==> src/rtl/dma_sg_sequencer.sv <==
// dma_sg_sequencer: AXI-Lite master that builds a two-descriptor SG ring in
// BRAM, programs CURDESC/CR/TAILDESC and polls SR for the S2MM and MM2S
// channels of an AXI DMA. One outstanding transaction, S2MM has priority.
// Optional build macro DMA_SEQ_READBACK_EN: read back and compare every
// descriptor word right after it is written.
module dma_sg_sequencer #(
    parameter int unsigned ADDR_WIDTH = 32,
    parameter int unsigned DATA_WIDTH = 32,
    parameter logic [31:0] SG_BASE    = 32'h0000_0100,
    parameter logic [31:0] DMA_BASE   = 32'h0000_0000,
    parameter logic [31:0] BUF0_ADDR  = 32'hC000_0000,
    parameter logic [31:0] BUF1_ADDR  = 32'hC000_1000,
    parameter int unsigned LEN0       = 8,
    parameter int unsigned LEN1       = 56,
    parameter int unsigned POLL_GAP   = 16,
    parameter int unsigned POLL_MAX   = 1024
) (
    input  logic                    M_AXI_aclk,
    input  logic                    M_AXI_aresetn,
    input  logic                    start_s2mm,
    input  logic                    start_mm2s,
    output logic                    busy,
    output logic                    done_s2mm,
    output logic                    done_mm2s,
    output logic                    err,
    output logic [2:0]              err_code,
    output logic [ADDR_WIDTH-1:0]   M_AXI_awaddr,
    output logic [2:0]              M_AXI_awprot,
    output logic                    M_AXI_awvalid,
    input  logic                    M_AXI_awready,
    output logic [DATA_WIDTH-1:0]   M_AXI_wdata,
    output logic [DATA_WIDTH/8-1:0] M_AXI_wstrb,
    output logic                    M_AXI_wvalid,
    input  logic                    M_AXI_wready,
    input  logic [1:0]              M_AXI_bresp,
    input  logic                    M_AXI_bvalid,
    output logic                    M_AXI_bready,
    output logic [ADDR_WIDTH-1:0]   M_AXI_araddr,
    output logic [2:0]              M_AXI_arprot,
    output logic                    M_AXI_arvalid,
    input  logic                    M_AXI_arready,
    input  logic [DATA_WIDTH-1:0]   M_AXI_rdata,
    input  logic [1:0]              M_AXI_rresp,
    input  logic                    M_AXI_rvalid,
    output logic                    M_AXI_rready
);

    localparam int unsigned PCW = $clog2(POLL_MAX + 1);
    localparam int unsigned GCW = $clog2(POLL_GAP + 1);

    typedef enum logic [3:0] {
        IDLE, GRANT, WR_REQ, WR_RESP, POLL_WAIT,
        RD_REQ, RD_DATA, CLEAR_REQ, CLEAR_RESP, FIN
    } state_t;

    state_t          state;
    logic            pending_s2mm, pending_mm2s;
    logic            chan;          // 0 = S2MM, 1 = MM2S
    logic [3:0]      step;
    logic            issued;        // request already presented for this state
    logic            rb;            // current read is a descriptor readback
    logic [PCW-1:0]  poll_cnt;
    logic [GCW-1:0]  gap_cnt;
    logic [31:0]     clear_val;
    logic [31:0]     d0_c, d1_c, sr_addr_c, wr_addr_c, wr_data_c;
    logic            aw_ok_c, w_ok_c;
    logic            unused_rdata_c;

    assign M_AXI_awprot   = 3'b000;
    assign M_AXI_arprot   = 3'b000;
    assign M_AXI_wstrb    = '1;
    assign unused_rdata_c = &{1'b0, M_AXI_rdata};
    assign aw_ok_c        = !M_AXI_awvalid || M_AXI_awready;
    assign w_ok_c         = !M_AXI_wvalid || M_AXI_wready;

    // Write list: address and data of the current step for the active channel
    always_comb begin
        d0_c      = SG_BASE + (chan ? 32'h80 : 32'h00);
        d1_c      = d0_c + 32'h40;
        sr_addr_c = DMA_BASE + (chan ? 32'h04 : 32'h34);
        wr_addr_c = '0;
        wr_data_c = '0;
        case (step)
            4'd0: begin wr_addr_c = d0_c;          wr_data_c = d1_c; end
            4'd1: begin wr_addr_c = d0_c + 32'h08; wr_data_c = BUF0_ADDR; end
            4'd2: begin wr_addr_c = d0_c + 32'h18; wr_data_c = {4'h0, 1'b1, 1'b0, 26'(LEN0)}; end
            4'd3: begin wr_addr_c = d1_c;          wr_data_c = d0_c; end
            4'd4: begin wr_addr_c = d1_c + 32'h08; wr_data_c = BUF1_ADDR; end
            4'd5: begin wr_addr_c = d1_c + 32'h18; wr_data_c = {4'h0, 1'b0, 1'b1, 26'(LEN1)}; end
            4'd6: begin wr_addr_c = DMA_BASE + (chan ? 32'h08 : 32'h38); wr_data_c = d0_c; end
            4'd7: begin wr_addr_c = DMA_BASE + (chan ? 32'h00 : 32'h30); wr_data_c = 32'h0000_1001; end
            default: begin wr_addr_c = DMA_BASE + (chan ? 32'h10 : 32'h40); wr_data_c = d1_c; end
        endcase
    end

    // Sequencer FSM with registered AXI-Lite master and status outputs
    always_ff @(posedge M_AXI_aclk or negedge M_AXI_aresetn) begin
        if (!M_AXI_aresetn) begin
            state         <= IDLE;
            pending_s2mm  <= 1'b0;
            pending_mm2s  <= 1'b0;
            chan          <= 1'b0;
            step          <= 4'd0;
            issued        <= 1'b0;
            rb            <= 1'b0;
            poll_cnt      <= '0;
            gap_cnt       <= '0;
            clear_val     <= 32'h0;
            busy          <= 1'b0;
            done_s2mm     <= 1'b0;
            done_mm2s     <= 1'b0;
            err           <= 1'b0;
            err_code      <= 3'b000;
            M_AXI_awaddr  <= '0;
            M_AXI_awvalid <= 1'b0;
            M_AXI_wdata   <= '0;
            M_AXI_wvalid  <= 1'b0;
            M_AXI_bready  <= 1'b0;
            M_AXI_araddr  <= '0;
            M_AXI_arvalid <= 1'b0;
            M_AXI_rready  <= 1'b0;
        end else begin
            done_s2mm <= 1'b0;
            done_mm2s <= 1'b0;
            if (start_s2mm) pending_s2mm <= 1'b1;
            if (start_mm2s) pending_mm2s <= 1'b1;
            case (state)
                IDLE: begin
                    if (pending_s2mm) begin
                        chan         <= 1'b0;
                        pending_s2mm <= start_s2mm;
                        busy         <= 1'b1;
                        err          <= 1'b0;
                        err_code     <= 3'b000;
                        state        <= GRANT;
                    end else if (pending_mm2s) begin
                        chan         <= 1'b1;
                        pending_mm2s <= start_mm2s;
                        busy         <= 1'b1;
                        err          <= 1'b0;
                        err_code     <= 3'b000;
                        state        <= GRANT;
                    end
                end
                GRANT: begin
                    step   <= 4'd0;
                    issued <= 1'b0;
                    state  <= WR_REQ;
                end
                WR_REQ, CLEAR_REQ: begin
                    if (!issued) begin
                        issued        <= 1'b1;
                        M_AXI_awvalid <= 1'b1;
                        M_AXI_wvalid  <= 1'b1;
                        M_AXI_awaddr  <= ADDR_WIDTH'((state == CLEAR_REQ) ? sr_addr_c : wr_addr_c);
                        M_AXI_wdata   <= DATA_WIDTH'((state == CLEAR_REQ) ? clear_val : wr_data_c);
                    end else begin
                        if (M_AXI_awready) M_AXI_awvalid <= 1'b0;
                        if (M_AXI_wready)  M_AXI_wvalid  <= 1'b0;
                        if (aw_ok_c && w_ok_c) begin
                            M_AXI_bready <= 1'b1;
                            issued       <= 1'b0;
                            state        <= (state == CLEAR_REQ) ? CLEAR_RESP : WR_RESP;
                        end
                    end
                end
                WR_RESP: begin
                    if (M_AXI_bvalid) begin
                        M_AXI_bready <= 1'b0;
                        if (M_AXI_bresp != 2'b00) begin
                            err_code[0] <= 1'b1;
                            state       <= FIN;
                        end
`ifdef DMA_SEQ_READBACK_EN
                        else if (step < 4'd6) begin
                            rb    <= 1'b1;
                            state <= RD_REQ;
                        end
`endif
                        else if (step == 4'd8) begin
                            poll_cnt <= '0;
                            gap_cnt  <= '0;
                            state    <= POLL_WAIT;
                        end else begin
                            step  <= step + 4'd1;
                            state <= WR_REQ;
                        end
                    end
                end
                POLL_WAIT: begin
                    if (gap_cnt == GCW'(POLL_GAP - 1)) begin
                        gap_cnt <= '0;
                        state   <= RD_REQ;
                    end else begin
                        gap_cnt <= gap_cnt + 1'b1;
                    end
                end
                RD_REQ: begin
                    if (!issued) begin
                        issued        <= 1'b1;
                        M_AXI_arvalid <= 1'b1;
                        M_AXI_rready  <= 1'b1;
                        M_AXI_araddr  <= ADDR_WIDTH'(rb ? wr_addr_c : sr_addr_c);
                    end else if (M_AXI_arready) begin
                        M_AXI_arvalid <= 1'b0;
                        issued        <= 1'b0;
                        state         <= RD_DATA;
                    end
                end
                RD_DATA: begin
                    if (M_AXI_rvalid) begin
                        M_AXI_rready <= 1'b0;
                        if (M_AXI_rresp != 2'b00) begin
                            err_code[0] <= 1'b1;
                            state       <= FIN;
                        end
`ifdef DMA_SEQ_READBACK_EN
                        else if (rb) begin
                            rb <= 1'b0;
                            if (M_AXI_rdata != M_AXI_wdata) begin
                                err_code[0] <= 1'b1;
                                state       <= FIN;
                            end else begin
                                step  <= step + 4'd1;
                                state <= WR_REQ;
                            end
                        end
`endif
                        // an SR error wins over IOC so a fault is never masked
                        else if (M_AXI_rdata[6:4] != 3'd0) begin
                            err_code[1] <= 1'b1;
                            clear_val   <= 32'h0000_7000;
                            state       <= CLEAR_REQ;
                        end else if (M_AXI_rdata[12]) begin
                            clear_val <= 32'h0000_1000;
                            state     <= CLEAR_REQ;
                        end else if (poll_cnt == PCW'(POLL_MAX - 1)) begin
                            err_code[2] <= 1'b1;
                            state       <= FIN;
                        end else begin
                            poll_cnt <= poll_cnt + 1'b1;
                            state    <= POLL_WAIT;
                        end
                    end
                end
                CLEAR_RESP: begin
                    if (M_AXI_bvalid) begin
                        M_AXI_bready <= 1'b0;
                        if (M_AXI_bresp != 2'b00) err_code[0] <= 1'b1;
                        state <= FIN;
                    end
                end
                FIN: begin
                    if (chan) done_mm2s <= 1'b1;
                    else      done_s2mm <= 1'b1;
                    err   <= |err_code;
                    busy  <= pending_s2mm | pending_mm2s | start_s2mm | start_mm2s;
                    state <= IDLE;
                end
                default: state <= IDLE;
            endcase
        end
    end

endmodule
==> config.mk <==
export PLATFORM = sky130hd
export DESIGN_NAME = dma_sg_sequencer
export DESIGN_NICKNAME = d
export VERILOG_FILES = /design/src/rtl/dma_sg_sequencer.sv
export SDC_FILE = /design/constraint.sdc
export NUM_CORES = 1
export LEC_CHECK = 0
export ABC_AREA = 1
export BUFFER_PORTS_ARGS = -buffer_cell sky130_fd_sc_hd__buf_2
export CORE_MARGIN = 2
export CORE_UTILIZATION = 51
export CTS_BUF_LIST = sky130_fd_sc_hd__clkbuf_16
export DETAILED_ROUTE_END_ITERATION = 12
export PLACE_DENSITY_LB_ADDON = 0.25
export SLEW_MARGIN = 10
export SYNTH_ARGS = -nofsm -noshare
export SYNTH_HDL_FRONTEND = slang
export SYNTH_SLANG_ARGS = --single-unit
==> constraint.sdc <==
create_clock -name M_AXI_aclk -period 3.57 [get_ports M_AXI_aclk]
set_input_delay 0.714 -clock M_AXI_aclk [delete_from_list [all_inputs] [get_ports M_AXI_aclk]]
set_output_delay 0.714 -clock M_AXI_aclk [all_outputs]
set_load 0.1 [all_outputs]
# ---- After elaboration in Yosys (flattened, before gate mapping)
# Index checks and enable logic that the tools add are counted.
dict set report totals {
  register_bits 168
  latchBits 0
  ram_bits 0
  romBits 0
  input_bits 45
  out_inout_bits 118
  wordCells 221
  mem_count 0
}
dict set report classes {
  addsub 9
  n_mul 0
  div_mod_pow 0
  magnitude_cmp 0
  eq_ne 44
  n_shift 0
  n_mux 97
  bitwise_logic 5
  reduce_logical 42
}
# operator n
set op_table {}
lappend op_table {{$pmux 32 s6} 1}
lappend op_table {{$mux 32} 5}
lappend op_table {{$pmux 12 s8} 1}
lappend op_table {{$mux 11} 8}
lappend op_table {{$mux 4} 19}
lappend op_table {{$ne 2x2->1 const B} 22}
lappend op_table {{$mux 1} 38}
lappend op_table {{$eq 4x3->1 const B} 8}
lappend op_table {{$pmux 4 s8} 1}
lappend op_table {{$pmux 11 s2} 1}
lappend op_table {{$reduce_bool 2->1} 11}
lappend op_table {{$mux 5} 4}
lappend op_table {{$mux 6} 3}
lappend op_table {{$reduce_and 9->1} 2}
lappend op_table {{$eq 4x2->1 const B} 4}
lappend op_table {{$reduce_and 4->1} 4}
lappend op_table {{$reduce_and 2->1} 7}
lappend op_table {{$add 11x4->12 const B} 1}
lappend op_table {{$add 11x5->12 const B} 1}
lappend op_table {{$eq 4x4->1 const B} 3}
lappend op_table {{$mux 3} 4}
lappend op_table {{$add 10x4->11 const B} 1}
lappend op_table {{$add 10x5->11 const B} 1}
lappend op_table {{$add 10x7->11 const B} 1}
lappend op_table {{other kinds (30)} 46}

# ---- Logic depth before layout (Yosys ltp)
# Gate-level depths: netlist of the first run.
dict set report logic_depth {
  ltp_word 7
  mapped_depth 10
  ltp_nobuf 10
}

# ---- Least setup slack after synthesis of the first run
# No wires, ideal clock.
dict set report synth_timing {
  path_type {register to output}
  from {register M_AXI_wdata[26]}
  to {output M_AXI_wdata[26]}
  arrival_ns 1.357
  path_slack_ns 1.499
  path_stages_with_launch 2
  cell_sequence {dfrtp_1 buf_4}
}
# item line_no
set synth_rtl {}
lappend synth_rtl {{from (decl)} 31} ;# output logic [DATA_WIDTH-1:0] M_AXI_wdata,
lappend synth_rtl {{from (signal assigned)} 156} ;# M_AXI_wdata <= DATA_WIDTH'((state == CLEAR_REQ) ? clear_val : wr_data_c);
# No word-level cell between the ends.

# ---- Worst setup path after layout of the first run
dict set report layout_timing {
  from {register step[0]}
  to {register poll_cnt[2]}
}
dict set report layout_between {
  elab_chain_cells 3
}
# item line_no
set layout_lines {}
lappend layout_lines {{from (decl)} 59} ;# logic [3:0] step;
lappend layout_lines {{from (signal assigned)} 185} ;# step <= step + 4'd1;
lappend layout_lines {{$eq 4x4->1} 180} ;# else if (step == 4'd8) begin
lappend layout_lines {{$ne 2x2->1 (no source line)} -}
lappend layout_lines {{$reduce_and 9->1 (no source line)} -}
lappend layout_lines {{to (signal assigned)} 241} ;# poll_cnt <= poll_cnt + 1'b1;
lappend layout_lines {{to (decl)} 62} ;# logic [PCW-1:0] poll_cnt;
# Every way passes these cells.
# A chain may end at the register's enable or synchronous reset.

==> results of run 1 <==
-- power by group through the flow --
stage                     Sequential, uW  Combinational, uW  Clock, uW
after floorplan                     1510                998          0
after global placement               938               1730          0
after detailed placement             941               1750          0
after CTS                            930               1750        839
after global routing                 950               1870        875
final                                930               1750        825
-- state kept, by name (all words and copies together), names as in the netlist, 2 cells and up --
signal        cells
clear_val         2
poll_cnt         11
M_AXI_wdata      10
err_code          3
step              4
M_AXI_araddr      2
state             4
gap_cnt           5
M_AXI_awaddr      7
-- routing by layer --
layer,up-vias,track usage [%],routed length (microns)
met5,-,0,0
met4,0,6.37,104
met3,8,5.00,484
met2,108,31.2,3930
met1,1502,24.6,3510
li1,1678,-,-
-- metrics by stage --
stage               hold slack (ns)  setup WS [ns]  area (sq um)  instances  util [%]
detailed placement            0.454           1.40          4050        700      52.6
global route                  0.298           1.35          4330        715      56.3
global placement              0.447           1.46          4050        700      52.6
finish                        0.289           1.57          4330        715      56.3
CTS                           0.289           1.57          4330        715      56.3
floorplan                     0.418           1.50          4340        637         -
-- how the worst min path moves through the flow --
stage,cells past startpoint,slack [ns],startpoint,end
after floorplan,0,0.42,M_AXI_aresetn,M_AXI_araddr[2]
after global placement,2,0.45,M_AXI_araddr[2],M_AXI_araddr[2]
after detailed placement,2,0.45,M_AXI_araddr[2],M_AXI_araddr[2]
after CTS,1,0.29,M_AXI_aresetn,M_AXI_wdata[6]
after global routing,1,0.30,M_AXI_aresetn,M_AXI_wdata[30]
final,1,0.29,M_AXI_aresetn,M_AXI_wdata[6]
-- cell families after synthesis --
family | share of synthesized area (%)
xor+xnor | 1.52
fa+ha+maj | 1.86
other cells | 0.186
buf+inv | 22.0
flops | 37.8
compound gates | 6.85
simple gates | 29.8
-- area by class of cell --
class | count | share of cell area, %
clock buffer | 9 | 5.21
clock inverter | 6 | 1.27
inverter | 51 | 4.43
multi-input combinational | 432 | 44.5
sequential | 61 | 35.3
tap | 102 | 2.95
timing repair buffer | 54 | 6.36
-- critical path: stages, from the launching register on --
cell and delay (ns):
dfrtp_1 0.42, inv_1 0.12, ha_1 0.20, nand2_1 0.06, nor2_1 0.24, nand3_2 0.15
nand2_2 0.09, nand2_2 0.20, nor2_4 0.29, nand2_1 0.09, nand2_1 0.07
-- placed cells by master, fill, tap and decap left out, types with 6 or more instances in the layout --
master,count
nand4_1,8
dfrtp_1,61
o21ai_1,13
nand2_1,164
nand2_2,8
nor2_1,56
nand3_1,34
ha_1,6
clkbuf_16,9
buf_2,52
o21ai_0,30
conb_1,82
a21oi_1,6
inv_1,46
==> impl_metrics.py, run 1 <==
metrics = {
    "synth": {
        "yosysSeqAreaShare_pct": 37.8,
        "ys_warn_count": 1,
        "ys_seq_elements": 61,
        "yosys.area.top_type": "dfrtp_1",
        "synth_ff_type": "dfrtp_1",
        "synth_edf_count": 0,
        "yosys-top-cells-count": "164 x nand2_1, 88 x buf_4, 61 x dfrtp_1, 56 x nor2_1, 46 x inv_1",
        "async_flop_share_pct": 100,
        "yosysMostFrequentCell": "nand2_1",
        "synth_area_leaders": "dfrtp_1 38%, buf_4 16%, nand2_1 15%",
        "ys_types": 28,
        "synth_area_per_cell_sq_um": 7.25,
        "yosysTopAreaCellShare_pct": 37.8,
        "synthCells": 557,
        "synth_area_sq_um": 4040,
    },
    "setup_path": {
        "worstPathMaxFanout": 12,
        "cp.arrival_ns": 2.27,
        "startpoint": "step[0]",
        "worst_ep_required_time_ns": 3.83,
        "rr_startpoint": "step[0]",
        "cp-start-kind": "register",
        "r2r_slack_ns": 1.57,
        "reg2reg_to": "poll_cnt[2]",
        "cp-end-kind": "register",
        "r2r_cells": 10,
        "crit_path_end": "poll_cnt[2]",
        "worstSetupPathType": "register to register",
    },
    "timing": {
        "worst_pin_slew_ns": 0.510,
        "finalSetupViolations": 0,
        "fmax_mhz": 499,
        "clock_skew_ns": 0.00522,
        "setup_tns_ns": 0,
        "slew_headroom_pct": 65.9,
        "drv_slew": 0,
        "fin_crit_ns": 2.00,
        "hold_viol_final": 0,
        "fin_crit_sh_pct": 56.1,
        "rsz0062_at_grt": "false",
    },
    "pwr": {
        "pwr-share-clk_pct": 23.5,
        "power.total_uw": 3510,
        "cellPowerDensity_nw_per_um2": 811,
        "ir_drop_mv": 0.294,
        "p_sw_uw": 1900,
        "p_leak_uw": 0.00245,
        "p_sw_share_pct": 54.1,
        "pwr-share-comb_pct": 49.9,
        "p_int_uw": 1610,
        "p_seq_share_pct": 26.5,
    },
    "cells_and_area": {
        "multi_input_area_sq_um": 1920,
        "area_delta_synth_final_pct": 7.09,
        "nets": 660,
        "fillers": 752,
        "antenna_cells": 0,
        "regArea_sq_um": 1530,
        "drive_gt1_share_pct": 14.8,
    },
    "floorplanning": {
        "start_util_pct": 52.5,
        "dieArea_sq_um": 8650,
        "pin_count": 163,
        "die_h_microns": 93.0,
        "core_area_sq_um": 7690,
        "num_rows": 32,
        "die_x_microns": 93.0,
    },
    "route": {
        "drt_first_iter_violations": 184,
        "finalWirelength_microns": 8030,
        "firstDrtPassIters": 4,
        "vias": 3296,
        "wl_per_cell_microns": 11.2,
        "vias_per_cell": 4.61,
        "drtAntennaViolNets": 0,
        "drc": 0,
    },
    "job": {
        "cap_violations": 0,
    },
    "clock_tree": {
        "cts-root-buf": "clkbuf_16",
        "cts_setup_buffers": 0,
        "clk_pin_slew_ns": 0.05,
        "ctsHoldBuffers": 0,
        "clkLatencyLatePin_ns": 0.33,
        "cts_buffer_depth": 2,
        "clock-sinks": 61,
        "h-tree-depth": 3,
        "cts_tree": "built",
        "cts_buffers": 9,
        "cts_resized": 0,
    },
    "placed_design": {
        "gp_congestion": 0.878,
        "portBuffers": 52,
        "dp_hpwl_microns": 6130,
    },
    "global_routing": {
        "antenna_found_initial": 0,
        "grt_overflow_total": 0,
        "grt_pass1_vias": 2806,
        "grt_first_pass_wirelength_microns": 13000,
        "grt_max_degree": 30,
        "grt_util_all_layers_pct": 19.0,
    },
    "worst_hold_path": {
        "hold_class": "input pin to asynchronous set/reset pin",
    },
    "outcome": {
        "status": "finished, final reports clean",
    },
}
No activity file was read; power rests on OpenSTA's default activity.
==> run 2, diff against run 1 <==
CORE_UTILIZATION = 49   (was 51)
clock period = 2 ns   (was 3.57 ns; I/O delays follow)
==> run 2 against run 1 <==
Against the previous run:
- sequential share of layout area down 0.73 points
- worst hold slack worse by 0.22 ns
- setup slack worse by 1.3 ns
- power up 85%
- global-route usage down 0.75 points
- clock-buffer cell count unchanged
- combinational power up 79%
- non-clock buffer count up 3
- clock skew up 0.0028 ns
- wire length down 1.2%
- critical path depth down 2
- largest cell class unchanged
- largest power group unchanged
==> impl_metrics.py, run 2 (synthesis gave the netlist of run 1 again) <==
metrics = {
    "setup_path": {
        "worstPathMaxFanout": 12,
        "crit_path_end": "poll_cnt[3]",
        "startpoint": "poll_cnt[0]",
        "critical_path.slowest_cell": "dfrtp_1",
        "r2r_slack_ns": 0.23,
        "worstSetupPathType": "register to register",
        "cp.arrival_ns": 2.03,
        "reg2reg_to": "poll_cnt[3]",
        "r2r_cells": 8,
        "critPathTopFamily": "simple AND/OR/NAND/NOR gates",
        "rr_startpoint": "poll_cnt[0]",
        "max_stage_delay_ns": 0.43,
        "cp-end-kind": "register",
        "worst_ep_required_time_ns": 2.26,
        "cp_num_cells": 8,
        "crit_chain": "ha_1, nand3_1, nor2_1, nand3_1, nand2_2, nor2_4, nand2_1, nand2_1",
        "cp-start-kind": "register",
        "critPathBufInv": 0,
    },
    "clock_tree": {
        "cts_tree": "built",
        "cts_setup_buffers": 0,
        "h-tree-depth": 3,
        "cts_buffer_depth": 2,
        "clock-sinks": 61,
        "clkLatencyLatePin_ns": 0.32,
        "cts-root-buf": "clkbuf_16",
        "clk_pin_slew_ns": 0.05,
        "cts_buffers": 9,
    },
    "global_routing": {
        "antenna_found_initial": 0,
        "grt_util_all_layers_pct": 18.3,
        "grt_pass1_vias": 2846,
        "grt_max_degree": 62,
        "grt_overflow_total": 0,
        "grt_first_pass_wirelength_microns": 12800,
    },
    "pwr": {
        "cellPowerDensity_nw_per_um2": 1470,
        "p_leak_uw": 0.00249,
        "ir_drop_mv": 0.624,
    },
    "placed_design": {
        "placed_cell_area_sq_um": 4080,
        "gp_congestion": 0.848,
        "portBuffers": 52,
        "dp_hpwl_microns": 6040,
    },
    "job": {
        "cap_violations": 0,
    },
    "route": {
        "finalWirelength_microns": 7930,
        "firstDrtPassIters": 4,
        "wl_met1_microns": 3480,
        "wl_met2_microns": 3910,
        "vias_per_cell": 4.54,
        "vias": 3275,
        "routed-wl-met3_microns": 405,
        "drtAntennaViolNets": 0,
        "drt_first_iter_violations": 125,
        "wl_per_cell_microns": 11.0,
        "drc": 0,
        "top_layer": "met4",
    },
    "cells_and_area": {
        "top_register": "poll_cnt",
        "nets": 663,
        "layout_common_cells": "164 x nand2_1, 82 x conb_1, 61 x dfrtp_1, 56 x nor2_1, 52 x buf_2",
        "antenna_cells": 0,
        "fin_util_pct": 54.6,
        "area_delta_synth_final_pct": 9.36,
        "final_common_cell": "nand2_1",
        "drive_gt1_share_pct": 15.3,
        "biggestRegsByFlops": "poll_cnt: 11 flops, M_AXI_wdata: 10 flops, M_AXI_awaddr: 7 flops",
        "fin_area_sq_um": 4420,
        "largest_register_ffs": 11,
    },
    "floorplanning": {
        "num_rows": 33,
        "dieArea_sq_um": 8990,
        "die_x_microns": 94.8,
        "pin_count": 163,
        "start_util_pct": 49.9,
        "die_h_microns": 94.8,
        "core_area_sq_um": 8090,
    },
    "timing": {
        "rsz0062_at_grt": "false",
        "hold_viol_final": 0,
        "fmax_mhz": 564,
        "finalSetupViolations": 0,
        "fin_crit_ns": 1.77,
        "hold_slack_ns": 0.0687,
        "clock_skew_ns": 0.00797,
        "setup_tns_ns": 0,
        "drv_slew": 0,
        "fin_crit_sh_pct": 88.7,
    },
    "outcome": {
        "status": "finished, final reports clean",
    },
    "worst_hold_path": {
        "hold_class": "input pin to asynchronous set/reset pin",
    },
}
run 2: changes by cell type in the layout (fill, tap and decap cells not counted):
cell,before,now
buf_4,2,4
bufinv_16,1,3
buf_12,0,1
clkinv_2,2,1
clkinvlp_4,1,0
nand2_2,8,7
nand2_4,0,1
run 2: layout make-up:
class	instances	area, sq um
Sequential cell	61	1530
Tap cell	105	131
Inverter	51	191
Multi-Input combinational cell	432	1930
Clock buffer	9	225
Timing Repair Buffer	57	310
Fill cell	792	3680
Clock inverter	6	103
run 2: how the worst min path moves through the flow:
stage	depth (start not counted)	from	slack, ns	to
2_1_floorplan	0	M_AXI_aresetn	0.10	M_AXI_araddr[2]
3_3_place_gp	2	M_AXI_aresetn	0.43	M_AXI_wdata[30]
3_5_place_dp	2	M_AXI_aresetn	0.43	M_AXI_wdata[26]
4_1_cts	2	M_AXI_aresetn	0.09	M_AXI_wdata[26]
5_1_grt	2	M_AXI_aresetn	0.11	M_AXI_wdata[26]
6_report	2	M_AXI_aresetn	0.07	M_AXI_wdata[26]
run 2: per-stage QoR:
stage                     worst slack, ns  std cells  total power (uW)
after floorplan                     0.243        637              4480
after CTS                           0.147        721              6540
after detailed placement            0.162        706              4810
after global placement              0.169        706              4770
after global routing               0.0321        721              6850
final                               0.227        721              6490
run 2: per-layer routing:
| metal | vias to the layer above | track usage, % |
|---|---|---|
| met5 | - | 0 |
| met4 | 0 | 7.73 |
| met3 | 13 | 3.91 |
| met2 | 91 | 30.9 |
| met1 | 1485 | 22.5 |
| li1 | 1686 | - |
run 2: what timing repair did:
action,4_1_cts,5_1_grt
gates resized for setup,0,1
hold buffers,0,0
endpoints found under the setup margin,0,4
run 2: report_power, final:
part | total, uW | switching [uW] | internal [uW]
sequential | 1660 | 192 | 1460
clock | 1710 | 515 | 1200
combinational | 3130 | 2650 | 480
total | 6490 | 3350 | 3140
==> run 3, diff against run 2 <==
BUFFER_PORTS_ARGS = -buffer_cell sky130_fd_sc_hd__buf_4   (was -buffer_cell sky130_fd_sc_hd__buf_2)
CORE_UTILIZATION = 44   (was 49)
clock period = 1.4 ns   (was 2 ns; I/O delays follow)
==> run 3 against run 2 <==
Against the previous run:
- the run now ends with negative setup slack left
- power is 68% higher
- clock power is 26% higher
- wire length is 33% higher
- critical path depth is 1 higher
- first-iteration DRC count is 8.8% higher
- non-clock buffer count is 91 higher
- critical endpoint is now poll_cnt[8]
- final cell count is 13% higher
- combinational power is 100% higher
- register-to-register slack worse by 0.36 ns
- sequential share of layout area is 7.9 points lower
==> impl_metrics.py, run 3 (synthesis gave the netlist of run 1 again) <==
metrics = {
    "cells_and_area": {
        "antenna_cells": 0,
        "regArea_sq_um": 1540,
        "drive_gt1_share_pct": 40.8,
        "multi_input_area_sq_um": 2410,
        "instances_no_fill": 818,
        "biggestRegsByFlops": "poll_cnt: 11 flops, M_AXI_wdata: 10 flops, M_AXI_awaddr: 7 flops",
        "area_delta_synth_final_pct": 42.9,
        "fillers": 704,
        "layout_common_cells": "133 x buf_4, 131 x nand2_1, 82 x conb_1, 50 x dfrtp_1, 39 x nor2_1",
        "top_register": "poll_cnt",
        "largest_register_ffs": 11,
        "fin_area_sq_um": 5770,
        "final_common_cell": "buf_4",
        "nets": 756,
    },
    "timing": {
        "rsz0062_at_grt": "true",
        "drv_slew": 0,
        "hold_viol_final": 0,
        "timing.final.ws_setup_ns": -0.135,
        "setup_tns_ns": -2.60,
        "fin_crit_sh_pct": 110,
        "clock_skew_ns": 0.0105,
        "fmax_mhz": 652,
        "finalSetupViolations": 42,
        "fin_crit_ns": 1.53,
    },
    "setup_path": {
        "cp-end-kind": "register",
        "cp.arrival_ns": 1.80,
        "worst_ep_required_time_ns": 1.67,
        "r2r_cells": 9,
        "worstPathMaxFanout": 7,
        "reg2reg_to": "poll_cnt[8]",
        "worstSetupPathType": "register to register",
        "r2r_slack_ns": -0.13,
        "cp-start-kind": "register",
        "rr_startpoint": "state[1]",
    },
    "floorplanning": {
        "dieArea_sq_um": 9960,
        "pin_count": 163,
        "die_x_microns": 99.8,
        "die_h_microns": 99.8,
        "core_area_sq_um": 8810,
        "start_util_pct": 45.9,
        "num_rows": 34,
    },
    "placed_design": {
        "place_inst": 786,
        "portBuffers": 52,
        "dp_hpwl_microns": 7220,
        "gp_congestion": 0.906,
        "placed_cell_area_sq_um": 4850,
    },
    "route": {
        "wl_per_cell_microns": 12.9,
        "firstDrtPassIters": 4,
        "drc": 0,
        "drtAntennaViolNets": 0,
        "vias": 3847,
        "drt_first_iter_violations": 136,
        "finalWirelength_microns": 10600,
        "vias_per_cell": 4.70,
    },
    "clock_tree": {
        "clk_pin_slew_ns": 0.05,
        "h-tree-depth": 3,
        "clkLatencyLatePin_ns": 0.34,
        "cts_buffers": 9,
        "cts_tree": "built",
        "cts_buffer_depth": 2,
        "cts-root-buf": "clkbuf_16",
        "clock-sinks": 61,
    },
    "global_routing": {
        "antenna_found_initial": 0,
        "grt_pass1_vias": 3576,
        "grt_util_all_layers_pct": 20.2,
        "grt_overflow_total": 0,
        "grt_first_pass_wirelength_microns": 16000,
        "grt_max_degree": 35,
    },
    "worst_hold_path": {
        "hold_start": "start_mm2s",
        "whs_path_depth": 2,
        "min_to": "pending_mm2s",
        "hold_class": "input pin to register",
    },
    "pwr": {
        "power.total_uw": 10900,
        "p_leak_uw": 0.00308,
        "ir_drop_mv": 1.05,
        "cellPowerDensity_nw_per_um2": 1890,
    },
    "job": {
        "cap_violations": 0,
    },
    "outcome": {
        "violations": "negative setup slack",
        "status": "finished with violations",
    },
}
[run 3: cell count changes in the layout (fill, tap and decap cells not counted), moves of 16 or more]
cell and delta:
buf_2 -52, buf_4 +129, nand2_1 -33, nand2_2 +21
nor2_1 -17, o21ai_0 -16
[run 3: area by class of cell]
type / count / share of cell area [%]
clock buffers: 9 / 3.90
clock inverters: 7 / 1.02
inverters: 51 / 3.53
multi-input cells: 434 / 41.8
flip-flops and latches: 61 / 26.7
well taps: 108 / 2.34
repair buffers: 148 / 20.7
[run 3: critical path, stage by stage (launching register included)]
cell and delay (ns):
dfrtp_2 0.46, buf_4 0.17, nand2_1 0.11, nor2_4 0.06, o21ai_0 0.08, buf_4 0.19
nand2_8 0.08, nor2_4 0.18, nand2_1 0.07, nand2_1 0.06
[run 3: per-stage QoR]
| step | utilization (%) | hold slack (ns) | worst slack, ns |
|---|---|---|---|
| after floorplan | - | -0.0156 | -0.0578 |
| after global placement | 55.1 | 0.105 | -0.156 |
| after detailed placement | 55.1 | 0.109 | -0.202 |
| after CTS | 61.0 | 0.154 | -0.0681 |
| after global routing | 65.5 | 0.187 | -0.209 |
| final | 65.5 | 0.156 | -0.135 |
[run 3: per-layer routing]
| layer | global-route usage, % | vias up | wire [microns] |
|---|---|---|---|
| met4 | 8.75 | 0 | 208 |
| met3 | 3.62 | 21 | 509 |
| li1 | - | 1882 | - |
| met2 | 36.2 | 131 | 5660 |
| met1 | 23.6 | 1813 | 4190 |
| met5 | 0 | - | 0 |
[run 3: timing repair]
action,CTS,global route
cloned,2,0
endpoints found under the hold margin,40,0
setup buffers,4,10
gates resized for setup,52,102
pin swaps,12,46
setup endpoints to repair,51,54
hold buffers,1,0
[run 3: power breakdown]
group	internal [uW]	switching, uW
Combinational	1800	4520
Clock	1350	810
Sequential	2110	298
[run 3: worst max path at each step]
stage	slack [ns]	from	end	depth (start not counted)
floorplan	-0.06	step[0]	poll_cnt[0]	10
global placement	-0.16	state[1]	state[0]	9
detailed placement	-0.20	state[1]	state[0]	9
CTS	-0.07	step[0]	poll_cnt[4]	10
global route	-0.21	state[3]	M_AXI_awaddr[4]	8
finish	-0.13	state[1]	poll_cnt[8]	9
